<file path="src/rtl/comma_align.sv">
// Comma word aligner: searches a two-group window of the deserialized stream for K28.x
// commas, locks a bit offset and forwards aligned 10-bit groups to the 8b10b decoder.
module comma_align #(
  parameter int LOCK_CNT = 3,
  parameter int LOSS_CNT = 4
) (
  input  logic       clk,
  input  logic       rst,
  input  logic [9:0] raw_data_in,
  output logic [9:0] encode_data_out,
  output logic       comma_det,
  output logic       sync,
  output logic [3:0] align_offset
);

  localparam int MAX_CNT = (LOCK_CNT > LOSS_CNT) ? LOCK_CNT : LOSS_CNT;
  localparam int CW      = $clog2(MAX_CNT) + 1;

  localparam logic [1:0] HUNT   = 2'd0;
  localparam logic [1:0] VERIFY = 2'd1;
  localparam logic [1:0] LOCKED = 2'd2;

  logic [9:0]    r1;
  logic [9:0]    r2;
  logic [18:0]   win;
  logic [9:0]    cand [10];
  logic [9:0]    match;
  logic          any_comma;
  logic [3:0]    first_off;
  logic [9:0]    aligned;
  logic          aligned_comma;

  logic [1:0]    state;
  logic [1:0]    state_nxt;
  logic [CW-1:0] cnt;
  logic [CW-1:0] cnt_nxt;
  logic [CW-1:0] miss;
  logic [CW-1:0] miss_nxt;
  logic [3:0]    off_nxt;

  // Only the seven leading bits (abcdeif) identify K28.x, in either running disparity.
  function automatic logic is_comma(input logic [6:0] head);
    return (head == 7'b0011111) || (head == 7'b1100000);
  endfunction

  // The newest group's last bit never starts a candidate, so it is left out of the window.
  assign win = {r2, r1[9:1]};

  always_comb begin
    for (int k = 0; k < 10; k++) begin
      cand[k]  = win[18-k -: 10];
      match[k] = is_comma(cand[k][9:3]);
    end
  end

  // Lowest matching offset wins when a window holds several commas.
  always_comb begin
    any_comma = |match;
    first_off = 4'd0;
    for (int k = 9; k >= 0; k--) begin
      if (match[k]) begin
        first_off = 4'(k);
      end
    end
  end

  always_comb begin
    aligned       = 10'd0;
    aligned_comma = 1'b0;
    for (int k = 0; k < 10; k++) begin
      if (align_offset == 4'(k)) begin
        aligned       = cand[k];
        aligned_comma = match[k];
      end
    end
  end

  always_comb begin
    state_nxt = state;
    cnt_nxt   = cnt;
    miss_nxt  = miss;
    off_nxt   = align_offset;
    case (state)
      HUNT: begin
        if (any_comma) begin
          off_nxt = first_off;
          if (LOCK_CNT == 1) begin
            state_nxt = LOCKED;
            cnt_nxt   = '0;
            miss_nxt  = '0;
          end else begin
            state_nxt = VERIFY;
            cnt_nxt   = CW'(1);
          end
        end
      end
      VERIFY: begin
        if (aligned_comma) begin
          if (cnt + CW'(1) == CW'(LOCK_CNT)) begin
            state_nxt = LOCKED;
            cnt_nxt   = '0;
            miss_nxt  = '0;
          end else begin
            cnt_nxt = cnt + CW'(1);
          end
        end else if (any_comma) begin
          off_nxt = first_off;
          cnt_nxt = CW'(1);
        end
      end
      LOCKED: begin
        // The offset is frozen here; only a run of misplaced commas releases the lock.
        if (aligned_comma) begin
          miss_nxt = '0;
        end else if (any_comma) begin
          if (miss + CW'(1) == CW'(LOSS_CNT)) begin
            state_nxt = HUNT;
            cnt_nxt   = '0;
            miss_nxt  = '0;
          end else begin
            miss_nxt = miss + CW'(1);
          end
        end
      end
      default: begin
        state_nxt = HUNT;
        cnt_nxt   = '0;
        miss_nxt  = '0;
      end
    endcase
  end

  always_ff @(posedge clk) begin
    if (rst) begin
      r1              <= 10'd0;
      r2              <= 10'd0;
      encode_data_out <= 10'd0;
      comma_det       <= 1'b0;
      state           <= HUNT;
      cnt             <= '0;
      miss            <= '0;
      align_offset    <= 4'd0;
      sync            <= 1'b0;
    end else begin
      r1              <= raw_data_in;
      r2              <= r1;
      encode_data_out <= aligned;
      comma_det       <= aligned_comma;
      state           <= state_nxt;
      cnt             <= cnt_nxt;
      miss            <= miss_nxt;
      align_offset    <= off_nxt;
      sync            <= (state_nxt == LOCKED);
    end
  end

endmodule

</file>
<file path="config.mk">
export PLATFORM = sky130hd
export DESIGN_NAME = comma_align
export DESIGN_NICKNAME = d
export VERILOG_FILES = /design/src/rtl/comma_align.sv
export SDC_FILE = /design/constraint.sdc
export NUM_CORES = 1
export LEC_CHECK = 0
export CORE_MARGIN = 4
export CORE_UTILIZATION = 60
export DETAILED_ROUTE_END_ITERATION = 7
export PLACE_DENSITY_LB_ADDON = 0.08
export RECOVER_POWER = 25
export SETUP_SLACK_MARGIN = 0.4
export SYNTH_ARGS = -nofsm -noshare
export SYNTH_HDL_FRONTEND = slang
export SYNTH_SLANG_ARGS = --single-unit
</file>
<file path="constraint.sdc">
create_clock -name clk -period 3.7 [get_ports clk]
set_clock_uncertainty 0.05 [all_clocks]
set_input_delay 0.74 -clock clk [delete_from_list [all_inputs] [get_ports clk]]
set_output_delay 0.74 -clock clk [all_outputs]
set_load 0.01 [all_outputs]
</file>
* After elaboration in Yosys (flattened, before gate mapping)
Cells that the tools add are included.
Word-level totals: flip-flop bits (word level) 44, output and inout bits 16, word-level logic and storage cells 123
Operators by class: add/sub/neg operators 2, eq/ne operators 41, muxes and demuxes 53, bitwise logic cells 1, reductions and logical operators 17
Operators with widths (number):
- $mux 10 | 10
- $eq 7x5->1 const B | 10
- $eq 7x7->1 const B | 10
- $mux 4 | 12
- $mux 3 | 11
- $pmux 3 s3 | 2
- $eq 4x3->1 const B | 4
- $mux 2 | 6
- $ne 2x2->1 const B | 6
- $logic_or 1x1->1 | 10
- $mux 1 | 10
- $reduce_or 10->1 | 1
- $eq 4x2->1 const B | 2
- $eq 4x4->1 const B | 2
- $pmux 4 s2 | 1
- $add 3x1->3 const B | 2
- $pmux 2 s3 | 1
- $eq 2x2->1 const B | 2
- $eq 4x1->1 const B | 1
- $logic_not 4->1 | 1
- $reduce_and 4->1 | 1
- $eq 3x2->1 const B | 1
- $eq 3x3->1 const B | 1
- $ne 3x3->1 const B | 1
- other kinds (6) | 6

* Depth between registers and ports, before layout
Gate-level depths: netlist (run 1).
depth after elaboration 15, depth in mapped cells 10

* Least setup slack after synthesis (run 1)
OpenSTA, ideal clock, no wires.
kind flip-flop to flip-flop, start point register r1[8], end point register miss[0], library setup time 123 ps, data arrival time 2280 ps, required time 3527 ps, setup slack 1246 ps, stages on the path, launching flop included 9, path buffers 0, path through dfxtp_1 > or4_1 > o32ai_1 > o21bai_1 > nor3_2 > a21oi_2 > nand3b_1 > nand2_1 > mux2_1
On the way: longest elaborated chain between the ends 9, elaborated cells between the ends (all ways) 26, those cells by class 12 x eq/ne; 7 x mux; 7 x reduce/logical
Ends and longest elaborated chain:
- start: declaration | RTL line 23 | logic [9:0] r1;
- start signal: assignment | RTL line 145 | r1 <= raw_data_in;
- $eq 7x5->1 or $eq 7x7->1 (tied branches) | RTL line 43 | return (head == 7'b0011111) || (head == 7'b1100000);
- $logic_or 1x1->1 | RTL line 43
- $mux 1 (5 in series) | RTL line 71 | if (align_offset == 4'(k)) begin
- $ne 3x3->1 (no line), or another cell as far along
- $reduce_and 4->1 (no line) or $pmux 3 s3 (tied branches)
- end signal: assignment | RTL line 151 | miss <= miss_nxt;
- end: declaration | RTL line 37 | logic [CW-1:0] miss;
Parallel ways exist; a longest one is shown, timed or not. A chain may end at the register's enable or synchronous reset.

* Worst setup path in the final report (run 1)
start point register r2[0], end point register miss[0]
On the way: longest elaborated chain between the ends 11, elaborated cells between the ends (all ways) 34, those cells by class 16 x eq/ne; 9 x mux; 9 x reduce/logical
Ends and longest elaborated chain:
- start: declaration | RTL line 24 | logic [9:0] r2;
- start signal: assignment | RTL line 146 | r2 <= r1;
- $eq 7x5->1 or $eq 7x7->1 (tied branches) | RTL line 43
- $logic_or 1x1->1 | RTL line 43
- $mux 1 (7 in series) | RTL line 71
- $ne 3x3->1 (no line), or another cell as far along
- $reduce_and 4->1 (no line) or $pmux 3 s3 (tied branches)
Parallel ways exist; a longest one is shown, timed or not.

==> metrics.yaml, run 1 <==
fp.dieH_um: 76.9
yosysUniqueCellTypes: 58
grtUsageTotal: 0.230
critPathCaptureType: "flip-flop"
cts_tree: "done"
power.leakage_nw: 1.05
clockRootBuffer: "clkbuf_8"
synthMostInstantiatedCell: "dfxtp_1"
gp_congestion: 0.907
cp.required_ps: 3840
async_flop_share: 0
critPathKind: "reg2reg"
cts_buffers: 5
grt_max_degree: 31
final_max_slew_viol_count: 0
via_count: 2706
synth_common_cells: "dfxtp_1, a22oi_1, clkbuf_1, nor2b_1, nand2_1"
drtIter0Drc: 388
fillers: 358
area_growth_pct: 12.0
synth_top_cell_area_share: 0.309
drt-pass1-iter-count: 5
synthTopCellsByArea: "dfxtp_1, a22oi_1, nor2b_1, clkbuf_1, nand2b_1"
netlist_area_um2: 2850
rows: 24
viasPerCell: 6.70
post_cts_resized: 0
postSynthCellCount: 348
cts_max_path_buffers: 2
port-buffer-count: 27
path_max_fanout: 21
dp_hpwl_mm: 4.61
hold_viol: 0
status: "finished, final reports clean"
crit_arrival_ps: 3090
ios: 28
grt_pass1_vias: 2283
fmax_ghz: 0.339
grt-ovfl-total: 0
post_cts_buffers: 0
yosysSeqAreaShare: 0.309
synth-seq-cells: 44
vdd_drop_max_v: 0.000217
fin_crit_ps: 2950
postCtsHoldBufs: 0
clock_latency_ps: 310
setup_tns_ps: 0
htree_num_levels: 2
drive_gt1_frac: 0.0966
detail-route-antenna-nets: 0
clkTransAtPathRegs_ps: 90
worst_pin_slew_ps: 1200
drt_wl_total_mm: 6.70
p_per_area_nw_per_um2: 316
diodes: 0
core_area_um2: 4470
critPathLaunchType: "flip-flop"
dieArea_um2: 5910
fin_crit_sh: 0.797
min_path_type: "reg2reg"
synth_top_flop_cell: "dfxtp_1"
die_width_um: 76.9
initial_core_util: 0.637
syn_nets: 364
grt_antenna_before_repair: 0
worst_hold_slack_ps: 393
synth_area_leader_cell: "dfxtp_1"
design_power_total_mw: 1.01
setup_viol: 0
syn_area_per_cell_um2: 8.19
clock-sinks: 44
nNetsFinal: 367
maxCapViolCount: 0
rsz0062_at_grt: "no"
wl_per_cell_um: 16.6
grt_pass1_wl_mm: 11.3
drc: 0
relSlewSlack: 0.197
yosys_warnings: 0
synth_enable_flop_cells: 0
==> critical path, stage by stage, from the launching register on <==
cell and delay, ps:
dfxtp_1 520, or4_1 660, o32ai_1 380, o21bai_1 140, nor3_2 190, a21oi_2 140
nand3b_1 250, nand2_1 160, mux2_1 330
==> worst paths after layout <==
check,start,endpoint,slack [ps],depth (start not counted)
min reg2reg,r1[0],r2[0],390,1
min,r1[0],r2[0],390,1
max,r2[0],miss[0],750,8
max reg2reg,r2[0],miss[0],750,8
==> cells in the final DEF (no fill, tap or decap), types with 5 or more instances in the layout <==
| master | instances |
|---|---|
| nand2b_1 | 14 |
| a21oi_1 | 9 |
| o32ai_1 | 8 |
| a22oi_1 | 43 |
| nor2_1 | 16 |
| a31oi_1 | 11 |
| o21ai_0 | 14 |
| inv_1 | 6 |
| nand4_1 | 13 |
| clkbuf_8 | 5 |
| nand3b_1 | 6 |
| buf_4 | 6 |
| nor3_1 | 8 |
| nor2b_1 | 24 |
| clkdlybuf4s50_1 | 26 |
| nand3_1 | 5 |
| nand2_1 | 21 |
| dfxtp_1 | 44 |
==> cells by family after synthesis <==
family / synth area share
buffers and inverters: 0.0659
adders and majority gates: 0.0176
AOI/OAI and AO/OA: 0.314
DFF: 0.309
and+or+nand+nor: 0.282
muxes: 0.0110
==> registers in the layout, summed over array words and instances, names as in the netlist <==
name             cells
align_offset         4
sync                 1
r2                  10
r1                  10
state                2
comma_det            1
cnt                  3
encode_data_out     10
miss                 3
==> through the flow <==
stage | std cells | setup WS [ps] | instance area, um^2 | util
2_1_floorplan | 348 | 1250 | 2850 | -
3_3_place_gp | 396 | 891 | 3080 | 0.688
3_5_place_dp | 396 | 796 | 3080 | 0.688
4_1_cts | 404 | 760 | 3190 | 0.714
5_1_grt | 404 | 534 | 3190 | 0.713
6_report | 404 | 752 | 3190 | 0.713
==> per-layer routing <==
| metal | part of all wire | vias to the layer above | GRT usage |
|---|---|---|---|
| met5 | 0 | - | 0 |
| met4 | 0.016 | 0 | 0.0779 |
| met3 | 0.091 | 9 | 0.0445 |
| met2 | 0.44 | 142 | 0.332 |
| met1 | 0.45 | 1234 | 0.341 |
| li1 | - | 1321 | - |
==> cell type report <==
type,instances,area [um^2],share of cell area
clock inverters,3,46.3,0.0145
clock buffers,5,68.8,0.0216
inverters,8,30.0,0.00941
well taps,52,65.1,0.0204
flip-flops and latches,44,881,0.276
repair buffers,34,319,0.100
multi-input cells,258,1780,0.558
==> report_power, final <==
part	internal [mW]	leakage [nW]	switching (mW)	total [mW]
registers	0.490	0.360	0.0372	0.527
logic	0.0551	0.639	0.0480	0.103
clock network	0.203	0.0548	0.174	0.377
No activity file was read; power rests on OpenSTA's default activity.
==> inputs of run 2 (changes only) <==
- CORE_UTILIZATION: 60 -> 57
- clock period: 3.7 -> 3 ns (I/O delays scaled with it)
==> run 2 against run 1 <==
Utilization up 3.6 points. Setup slack got worse by 300 ps. Via count up 7.8%. Critical path depth grew 1. Fmax rose by 16%. Flip-flop and latch count unchanged. Non-clock buffer count is 21 higher. Routed wire length grew 21%. Critical endpoint is now align_offset[2].
==> metrics.yaml, run 2 (synthesis gave the netlist of run 1 again) <==
cts_max_path_buffers: 2  # unchanged
fin_crit_sh: 0.848  # +0.0513
drive_gt1_frac: 0.252  # +0.155
clockRootBuffer: "clkbuf_8"
cts_tree: "done"
clock-sinks: 44  # unchanged
hold_viol: 0  # unchanged
power.leakage_nw: 1.21  # +15%
ios: 28  # unchanged
cts_buffers: 5  # unchanged
gp_congestion: 0.993  # +9.5%
min_path_cells: 1  # unchanged
grtUsageTotal: 0.253  # +0.0222
via_count: 2918  # +7.8%
fin_crit_ps: 2540  # -404 ps
status: "finished, final reports clean"
p_per_area_nw_per_um2: 357  # +13%
reg_top3: "encode_data_out x10, r1 x10, r2 x10"
critPathLaunchType: "flip-flop"
grt_max_degree: 31  # unchanged
drt_wl_total_mm: 8.13  # +21%
final_util: 0.749  # +0.0357
final_max_slew_viol_count: 0  # unchanged
met1_usage: 0.328  # -0.0124
dieArea_um2: 6190  # +4.7%
crit_path_cell_trace: "buf_4 > or4b_4 > nor2_1 > nor2_1 > o2111ai_2 > a211o_4 > o211ai_4 > or4b_4 > a21oi_2"
final_common_cell: "a22oi_1"
crit_arrival_ps: 2740  # -350 ps
path_max_fanout: 8  # -62%
fillers: 366  # +2.2%
min_path_type: "reg2reg"
viasPerCell: 6.63  # -0.99%
nNetsFinal: 388  # +5.7%
rows: 25  # +4.2%
critPathKind: "reg2reg"
cp.depth: 9  # +1
finalNonFillerCells: 440  # +8.9%
worst_pin_slew_ps: 1230  # +30.9 ps
area_growth_pct: 25.8
initial_core_util: 0.595  # -0.0415
met3_usage: 0.0522  # +0.00766
port-buffer-count: 27  # unchanged
grt-ovfl-total: 0  # unchanged
detail-route-antenna-nets: 0  # unchanged
rr_startpoint: "r2[2]"
multi_input_area_um2: 1980  # +11%
relSlewSlack: 0.177  # -0.0206
clkTransAtPathRegs_ps: 90  # about the same
dp_cells: 425  # +7.3%
setup_viol: 0  # unchanged
use_met2: 0.392  # +0.0603
seqCellArea_um2: 901  # +2.3%
grt_antenna_before_repair: 0  # unchanged
dp_hpwl_mm: 5.30  # +15%
rsz0062_at_grt: "no"
wl_per_cell_um: 18.5  # +11%
htree_num_levels: 2  # unchanged
core_area_um2: 4790  # +7.0%
worstHoldStart: "r1[0]"
cp-startpoint: "r2[2]"
drc: 0  # unchanged
layout_common_cells: "a22oi_1, dfxtp_1, buf_4"
postCtsHoldBufs: 0  # unchanged
top_usage_layer: "met2"
grt_pass1_vias: 2599  # +14%
drtIter0Drc: 259  # -33%
fp.dieH_um: 78.7  # +2.3%
cp_top_family: "simple AND/OR/NAND/NOR gates"
vdd_drop_max_v: 0.000309  # +42%
critPathCaptureType: "flip-flop"
cp.required_ps: 3190  # -650 ps
post-route-cell-area_um2: 3580  # +12%
rr_worst_depth: 9  # +1
cpPeakStageDelay_ps: 500  # -160 ps
diodes: 0  # unchanged
grt_pass1_wl_mm: 12.6  # +11%
crit_slowest_cell: "or4b_4"
dpl_cell_area_um2: 3200  # +4.0%
maxCapViolCount: 0  # unchanged
fmax_ghz: 0.393  # +16%
setup_tns_ps: 0  # unchanged
clock_latency_ps: 300  # about the same
worst-path-buf-inv: 1  # +1
drt-pass1-iter-count: 5  # unchanged
die_width_um: 78.7  # +2.3%
==> run 2: cell types whose count changed in the layout (fill, tap and decap cells not counted), moves of 3 or more <==
cell	delta
buf_4	+21
dfxtp_2	+10
or4_1	-3
o32ai_4	+3
dfxtp_1	-12
or4_4	+3
o32ai_1	-4
==> run 2: what timing repair did <==
| item | in CTS | in global routing |
|---|---|---|
| pin swaps | 2 | 12 |
| gates resized for setup | 14 | 37 |
| buffers inserted | 3 | 4 |
| endpoints found under the setup margin | 7 | 8 |
==> run 2: through the flow <==
step / worst slack, ps / hold slack [ps] / total power, mW
after floorplan: 546 / 364 / 0.742
after global placement: 263 / 371 / 0.799
after detailed placement: 268 / 379 / 0.802
after CTS: 404 / 406 / 1.27
after global routing: 358 / 428 / 1.33
final: 455 / 403 / 1.28
==> run 2: area by class of cell <==
| type | count | share of cell area |
|---|---|---|
| clock buffer | 5 | 0.0192 |
| clock inverter | 3 | 0.0129 |
| inverter | 8 | 0.00838 |
| multi-input combinational | 258 | 0.552 |
| sequential | 44 | 0.251 |
| tap | 67 | 0.0234 |
| timing repair buffer | 55 | 0.133 |
==> run 2: where the power goes <==
| group | internal, mW | switching (mW) |
|---|---|---|
| Combinational | 0.0855 | 0.0893 |
| Sequential | 0.604 | 0.0362 |
| Clock | 0.251 | 0.213 |
| Total | 0.941 | 0.339 |
==> run 2: final timing paths <==
kind	endpoint	slack, ps
worst max-delay path	align_offset[2]	460
worst min-delay path	r2[0]	400
worst max register to register	align_offset[2]	460
worst min register to register	r2[0]	400
==> run 2: per-layer routing <==
layer,wire length [um],share of wire,up-vias
met1,3480,0.43,1384
met4,294,0.036,0
met2,3880,0.48,140
met3,482,0.059,26
li1,-,-,1368
met5,0,0,-
==> inputs of run 3 (changes only) <==
- clock period: 3 -> 2.6 ns (I/O delays scaled with it)
==> run 3 against run 2 <==
First-iteration DRC count decreased by 23%. Highest routed layer unchanged. Non-clock buffer count increased by 14. Critical path type unchanged. Sequential power increased by 13%. Routed wire length increased by 1.7%. Setup slack got worse by 390 ps. Power increased by 7.7%. Count of clock-buffer cells in the layout unchanged. Via count increased by 2.5%. Fmax increased by 0.57%.
==> metrics.yaml, run 3 (synthesis gave the netlist of run 1 again) <==
postLayoutSetupSlackWorst_ps: 69.9  # -385 ps
drtIter0Drc: 200  # -23%
reg2reg_setup_slack_ps: 70  # -390 ps
area_growth_pct: 28.5
power.leakage_nw: 1.28  # +5.3%
nNetsFinal: 402  # +3.6%
maxCapViolCount: 0  # unchanged
vdd_drop_max_v: 0.000306  # -0.77%
initial_core_util: 0.595  # unchanged
rsz0062_at_grt: "yes"
viasPerCell: 6.59  # -0.66%
dp_worst_setup_slack_ps: -46.6  # -315 ps
drive_gt1_frac: 0.264  # +0.0116
relSlewSlack: 0.575  # +0.398
die_width_um: 78.7  # unchanged
port-buffer-count: 27  # unchanged
dpl_cell_area_um2: 3370  # +5.3%
cp.required_ps: 2750  # -440 ps
cts_buffers: 5  # unchanged
fin_crit_sh: 0.973  # +0.125
clkTransAtPathRegs_ps: 90  # about the same
grt_pass1_wl_mm: 13.7  # +8.9%
drc: 0  # unchanged
final_common_cell: "a22oi_1"
power.internal_mw: 0.991  # +5.3%
rows: 25  # unchanged
final_max_slew_viol_count: 0  # unchanged
htree_num_levels: 2  # unchanged
fin_crit_ps: 2530  # -14.5 ps
fp.dieH_um: 78.7  # unchanged
switching_share: 0.281  # +0.0162
diodes: 0  # unchanged
cp_top_family: "simple AND/OR/NAND/NOR gates"
critPathKind: "reg2reg"
worst-path-buf-inv: 0  # -1
cpPeakStageDelay_ps: 580  # +80 ps
via_count: 2991  # +2.5%
reg_top3: "encode_data_out x10, r1 x10, r2 x10"
grtUsageTotal: 0.272  # +0.0191
critPathLaunchType: "flip-flop"
dp_cells: 441  # +3.8%
wl_per_cell_um: 18.2  # -1.5%
clock-sinks: 44  # unchanged
cts_tree: "done"
gp_congestion: 0.885  # -11%
cts_max_path_buffers: 2  # unchanged
dp_hpwl_mm: 5.62  # +6.0%
core_area_um2: 4790  # unchanged
grt_pass1_vias: 2794  # +7.5%
p_seq_frac: 0.528  # +0.027
ios: 28  # unchanged
fmax_ghz: 0.395  # +0.57%
setup_viol: 0  # unchanged
status: "finished, final reports clean"
min_path_type: "reg2reg"
clock_latency_ps: 300  # about the same
worst_pin_slew_ps: 638  # -597 ps
crit_path_cell_trace: "or4_4 > o32ai_4 > o22ai_2 > nor3_2 > a21oi_4 > nand3b_1 > nand2_2 > mux2_4"
path_max_fanout: 5  # -3
fillers: 354  # -3.3%
pwr-share-clk: 0.310  # -0.053
post-route-cell-area_um2: 3660  # +2.2%
worst_hold_slack_ps: 394  # -8.45 ps
critPathCaptureType: "flip-flop"
layout_common_cells: "a22oi_1, buf_4, dfxtp_1"
grt_antenna_before_repair: 0  # unchanged
dieArea_um2: 6190  # unchanged
hold_viol: 0  # unchanged
p_per_area_nw_per_um2: 376  # +5.4%
detail-route-antenna-nets: 0  # unchanged
grt_max_degree: 34  # +9.7%
crit_arrival_ps: 2680  # -60 ps
clockRootBuffer: "clkbuf_8"
combPwrFrac: 0.162  # +0.025
drt_wl_total_mm: 8.27  # +1.7%
drt-pass1-iter-count: 6  # +1
crit_slowest_cell: "or4_4"
switchingPower_mw: 0.387  # +14%
grt-ovfl-total: 0  # unchanged
finalNonFillerCells: 454  # +3.2%
==> run 3: power groups by stage <==
stage / combinational (mW) / sequential (mW) / clock, mW
after CTS: 0.214 / 0.726 / 0.435
after detailed placement: 0.202 / 0.742 / 0
after global placement: 0.199 / 0.741 / 0
after floorplan: 0.133 / 0.730 / 0
final: 0.223 / 0.727 / 0.428
after global routing: 0.240 / 0.731 / 0.472
==> run 3: worst paths after layout <==
check | from | end | cells after the start
setup reg to reg | r1[8] | miss[0] | 8
hold reg to reg | r1[0] | r2[0] | 1
setup / recovery | r1[8] | miss[0] | 8
hold / removal | r1[0] | r2[0] | 1
==> run 3: layer usage <==
layer | part of all wire | vias up | global-route usage
met3 | 0.074 | 21 | 0.0408
met4 | 0.026 | 0 | 0.108
met1 | 0.42 | 1439 | 0.366
met2 | 0.48 | 136 | 0.436
li1 | - | 1395 | -
met5 | 0 | - | 0
==> run 3: area by class of cell <==
class	count	area, um^2	share of cell area
multi-input cells	258	1960	0.534
well taps	67	83.8	0.0229
inverters	8	33.8	0.00922
flip-flops and latches	44	906	0.247
clock buffers	5	68.8	0.0188
clock inverters	3	18.8	0.00512
repair buffers	69	594	0.162
==> run 3: stage by stage <==
step            util  total power, mW  setup TNS [ps]
6_report       0.765             1.38               0
5_1_grt        0.765             1.44           -21.3
4_1_cts        0.752             1.38               0
3_5_place_dp   0.705            0.944           -84.6
3_3_place_gp   0.705            0.940           -37.5
2_1_floorplan      -            0.862               0
==> run 3: repair_timing <==
| item | 4_1_cts | 5_1_grt |
|---|---|---|
| hold buffers | 0 | 0 |
| resized for setup | 25 | 18 |
| endpoints found under the setup margin | 13 | 14 |
| pin swaps | 10 | 11 |
| buffers inserted | 4 | 1 |
| cloned | 0 | 0 |
